`config.mk`:
```
export PLATFORM = sky130hd
export DESIGN_NAME = message_loader
export DESIGN_NICKNAME = d
export VERILOG_FILES = /design/src/rtl/message_loader.sv
export SDC_FILE = /design/constraint.sdc
export NUM_CORES = 1
export LEC_CHECK = 0
export CORE_UTILIZATION = 55
export CTS_BUF_LIST = sky130_fd_sc_hd__clkbuf_4
export CTS_CLUSTER_DIAMETER = 150
export DETAILED_ROUTE_END_ITERATION = 8
export PLACE_DENSITY = 0.74
export SLEW_MARGIN = 0
export SYNTH_ARGS = -nofsm -noshare
export SYNTH_HDL_FRONTEND = slang
export SYNTH_SLANG_ARGS = --single-unit
```
`constraint.sdc`:
```
create_clock -name clk -period 5.79 [get_ports clk]
set_clock_uncertainty 0.05 [all_clocks]
set_input_delay 1.158 -clock clk [delete_from_list [all_inputs] [get_ports clk]]
set_output_delay 1.158 -clock clk [all_outputs]
set_load 0.05 [all_outputs]
```
`src/rtl/message_loader.sv`:
```
// Writer side of the rotating-message display: debounced write/clear buttons fill an
// 8 x 4-bit character memory. Define MESSAGE_LOADER_DEFAULT_MSG_EN to fill with a boot message.
module message_loader #(
  parameter int DEBOUNCE_BITS = 16
) (
  input  logic       clk,
  input  logic       reset,
  input  logic [3:0] sw_data,
  input  logic       btn_write,
  input  logic       btn_clear,
  input  logic [2:0] rd_addr,
  output logic [3:0] rd_data,
  output logic [2:0] wr_ptr,
  output logic       msg_full,
  output logic       wr_strobe,
  output logic       busy,
  output logic [1:0] dbg_state
);

  typedef enum logic [1:0] {
    IDLE  = 2'd0,
    WRITE = 2'd1,
    CLEAR = 2'd2
  } state_t;

  localparam logic [DEBOUNCE_BITS-1:0] CNT_MAX = '1;

`ifdef MESSAGE_LOADER_DEFAULT_MSG_EN
  localparam logic [3:0] FILL [8] = '{4'h1, 4'h4, 4'h3, 4'h5, 4'hA, 4'hB, 4'hC, 4'hD};
`else
  localparam logic [3:0] FILL [8] = '{default: 4'h0};
`endif

  // Button index 0 is write, 1 is clear.
  logic [1:0]               btn_raw;
  logic [1:0]               s1, s2, db, db_prev, press;
  logic [DEBOUNCE_BITS-1:0] cnt [2];

  state_t     state, next;
  logic [3:0] mem [8];
  logic [3:0] wr_hold;
  logic [2:0] sweep;
  logic [3:0] count;

  assign btn_raw   = {btn_clear, btn_write};
  assign press     = db & ~db_prev;
  assign msg_full  = (count == 4'd8);
  assign dbg_state = state;

  always_ff @(posedge clk or negedge reset) begin
    if (!reset) begin
      s1      <= '0;
      s2      <= '0;
      db      <= '0;
      db_prev <= '0;
      for (int i = 0; i < 2; i++) cnt[i] <= '0;
    end else begin
      s1      <= btn_raw;
      s2      <= s1;
      db_prev <= db;
      for (int i = 0; i < 2; i++) begin
        if (s2[i] == db[i]) begin
          cnt[i] <= '0;
        end else if (cnt[i] == CNT_MAX) begin
          db[i]  <= s2[i];
          cnt[i] <= '0;
        end else begin
          cnt[i] <= cnt[i] + 1'b1;
        end
      end
    end
  end

  // Presses seen outside IDLE are simply dropped; clear outranks write.
  always_comb begin
    next      = state;
    wr_strobe = 1'b0;
    busy      = 1'b0;
    case (state)
      IDLE: begin
        if (press[1])      next = CLEAR;
        else if (press[0]) next = WRITE;
      end
      WRITE: begin
        wr_strobe = 1'b1;
        next      = IDLE;
      end
      CLEAR: begin
        busy = 1'b1;
        if (sweep == 3'd7) next = IDLE;
      end
      default: next = IDLE;
    endcase
  end

  always_ff @(posedge clk or negedge reset) begin
    if (!reset) begin
      state   <= IDLE;
      wr_hold <= '0;
      sweep   <= '0;
      wr_ptr  <= '0;
      count   <= '0;
      rd_data <= '0;
      for (int i = 0; i < 8; i++) mem[i] <= FILL[i];
    end else begin
      state   <= next;
      // Non-blocking read gives the pre-write word on an address collision.
      rd_data <= mem[rd_addr];
      case (state)
        IDLE: begin
          if (press[1])      sweep   <= '0;
          else if (press[0]) wr_hold <= sw_data;
        end
        WRITE: begin
          mem[wr_ptr] <= wr_hold;
          wr_ptr      <= wr_ptr + 3'd1;
          if (count != 4'd8) count <= count + 4'd1;
        end
        CLEAR: begin
          mem[sweep] <= FILL[sweep];
          sweep      <= sweep + 3'd1;
          if (sweep == 3'd7) begin
            wr_ptr <= '0;
            count  <= '0;
          end
        end
        default: ;
      endcase
    end
  end

endmodule

```
==> flow_summary.toml <==
[worst_setup_path]
worstSetupPathType = "register to primary output"
crit_buf_inv = 2
critPathSlowestCell = "clkdlybuf4s50_1"
reg2reg_depth = 6
worstPathArrival_ps = 2580
r2r-end = "mem[9]$_DFFE_PN0P_"
crit_fanout = 26
crit_required_ps = 4580
rrSetupSlack_ps = 3330
setup.worst_path.start_class = "register"
critPathMaxStageDelay_ps = 940
crit_family = "buffers and inverters"
crit_chain = "inv_1 > ha_1 > clkdlybuf4s50_1"
regToRegStartpoint = "dbg_state[0]$_DFFE_PN0P_"
end_kind = "primary output"

[timing]
hold_violations = 0
hold-worst-slack_ps = 317
tightest_slew_ps = 798
period_minus_slack_ps = 3790
slew_headroom_pct = 46.8
final-setup-viol-count = 0
maxSlewViolCount = 0
post-route-period-util_pct = 65.5
final.setup.tns_ps = 0
grt_setup_unrepaired = "false"
fmax_ghz = 0.264

[detailed_routing]
viasPerCell = 5.79
dr.pass1.iters = 4
vias = 2913
postRouteAntennaNets = 0
drc = 0
drt_iter0_drc = 144
routed_wl_mm = 7.92
post_drt_wl_per_cell_um = 15.7

[clocking]
cts_setup_buffers = 0
cts.reportedPaths.clkPinSlew_ps = 140
clk_path_buf_depth = 2
ctsResizeCount = 0
worstSkewPairLatency_ps = 430
cts_tree = "built"
root_buffer = "clkbuf_4"
cts_made_buffers = 9
cts.sinks = 92
holdBufCountCts = 0
htreeDepth = 3

[flow_run]
cap_violations = 0

[grt]
gr-total-overflow = 0
grt_usage_pct = 21.9
grt_max_degree = 61
busiest_layer = "met2"
met1_usage_pct = 30.1
grt_pass1_vias = 2816
met3_usage_pct = 6.26
grt_util_met2_pct = 35.1
grt_pass1_wl_mm = 13.9
antenna_found_initial = 0

[layout]
nFillCells = 605
final_common_cell = "dfrtp_1"
final_nets = 420
layout-drive-gt1-share_pct = 10.6
area_growth_pct = 9.17
final_cell_mix = "dfrtp_1 (92), nor2_1 (55), a22o_1 (33), xnor2_1 (25), nand2_1 (22)"
utilization_pct = 63.1
n_antenna_cell = 0

[yosys]
ys.flop_type = "dfrtp_1"
syn_area_sq_um = 4260
syn_nets = 400
synth_seq_cells = 92
avgSynthCellArea_sq_um = 11.2
yosysWarnings = 0
async_flop_share_pct = 100
synth_cells = 379
synth_seq_area_share_pct = 54.1
synth-edff-count = 0
synth_cell_type_count = 42

[power_and_ir_drop]
leakagePower_nw = 1.96
swShare_pct = 24.6
seqPwrFrac_pct = 66.2
p_switching_uw = 244
powerDensity_nw_per_um2 = 214
clkPwrFrac_pct = 30.1
vdd_ir_drop_max_uv = 168
pwr-share-comb_pct = 3.7
p_total_uw = 992
intPower_uw = 748

[floorplan]
fp.dieArea_sq_um = 8090
initial_core_util_pct = 57.8
num_rows = 31
coreArea_sq_um = 7370
die_y_um = 90.0
die_w_um = 90.0
ios = 23

[worst_hold_path]
hold_path_startpoint = "s1[0]$_DFF_PN0_"
whs_path_depth = 0
min_to = "s2[0]$_DFF_PN0_"
hold_path.class = "register to register"

[placement]
hpwl_mm = 5.57
gp_congestion = 0.768
port_buffers = 22

[status]
status = "finished, final reports clean"
==> flip-flops by register name, indices dropped and copies added, names as in the netlist, 3 cells and up <==
signal / flops
cnt: 32
count: 4
mem: 32
rd_data: 4
sweep: 3
wr_hold: 4
wr_ptr: 3
==> layer usage <==
metal / share of wire, % / routed length [um]
met1: 47 / 3730
met2: 48 / 3840
met3: 4.1 / 321
met4: 0.37 / 29
met5: 0 / 0
==> per-stage QoR <==
stage | instance area, sq um | setup WS (ps) | std cells
after CTS | 4650 | 1950 | 503
after detailed placement | 4540 | 2460 | 487
after global routing | 4650 | 1800 | 503
after floorplan | 4260 | 3290 | 379
final | 4650 | 2000 | 503
after global placement | 4540 | 2510 | 487
==> worst register-to-register path, stage by stage (launching register included) <==
cell      delay, ps
dfrtp_1         410
inv_1            80
ha_1            480
nand2b_1        330
nor3_1          570
nor2_1          230
a22o_1          230
==> synth_stat cells, types with 2 or more instances <==
library cell | instances | area [sq um]
mux2_2 | 10 | 113
xnor2_1 | 25 | 219
a22o_1 | 33 | 289
xor2_1 | 4 | 35.0
nand2b_1 | 5 | 31.3
or3b_2 | 2 | 17.5
inv_1 | 13 | 48.8
nor4_1 | 10 | 62.6
clkbuf_1 | 5 | 18.8
buf_2 | 3 | 15.0
nor3_1 | 14 | 70.1
nor2_1 | 55 | 206
ha_1 | 10 | 125
nor2b_1 | 2 | 12.5
o21ai_0 | 8 | 40.0
a21oi_1 | 4 | 20.0
buf_1 | 4 | 15.0
nand3_2 | 2 | 20.0
o22ai_1 | 4 | 25.0
nand4_1 | 10 | 62.6
nand2_1 | 22 | 82.6
a21o_1 | 2 | 15.0
a32o_1 | 2 | 20.0
nand3b_1 | 2 | 15.0
dfrtp_1 | 92 | 2300
mux4_2 | 8 | 180
nand3_1 | 13 | 65.1
==> cell type report <==
cell class	instances	area [sq um]	area share [%]
multi-input combinational	260	1840	39.6
clock inverter	7	41.3	0.889
tap	99	124	2.67
sequential	92	2300	49.5
timing repair buffer	23	225	4.85
inverter	13	48.8	1.05
clock buffer	9	67.6	1.45
==> worst max path at each step <==
| stage | to | slack [ps] | cells after the start | startpoint |
|---|---|---|---|---|
| 4_1_cts | busy | 1950 | 3 | dbg_state[0]$_DFFE_PN0P_ |
| 2_1_floorplan | busy | 3290 | 1 | dbg_state[1]$_DFFE_PN0P_ |
| 3_5_place_dp | busy | 2460 | 3 | dbg_state[0]$_DFFE_PN0P_ |
| 3_3_place_gp | busy | 2510 | 3 | dbg_state[0]$_DFFE_PN0P_ |
| 6_report | busy | 2000 | 3 | dbg_state[0]$_DFFE_PN0P_ |
| 5_1_grt | busy | 1800 | 3 | dbg_state[0]$_DFFE_PN0P_ |
==> power groups by stage <==
stage               Combinational (mW)  Sequential, mW  Clock (mW)
floorplan                       0.0199           0.665           0
global placement                0.0372           0.670           0
detailed placement              0.0379           0.670           0
CTS                             0.0381           0.657       0.311
global route                    0.0421           0.659       0.337
finish                          0.0364           0.657       0.299
==> cell families after synthesis <==
logic type	after synthesis	synth area share [%]
DFF	92	54.1
and+or+nand+nor	144	16.6
adders and majority gates	10	2.94
xor gates and xnor gates	29	5.97
AOI/OAI and AO/OA	58	10.6
muxes	19	7.11
buffers and inverters	27	2.73
Note: power is estimated with default switching activity, not from simulation.
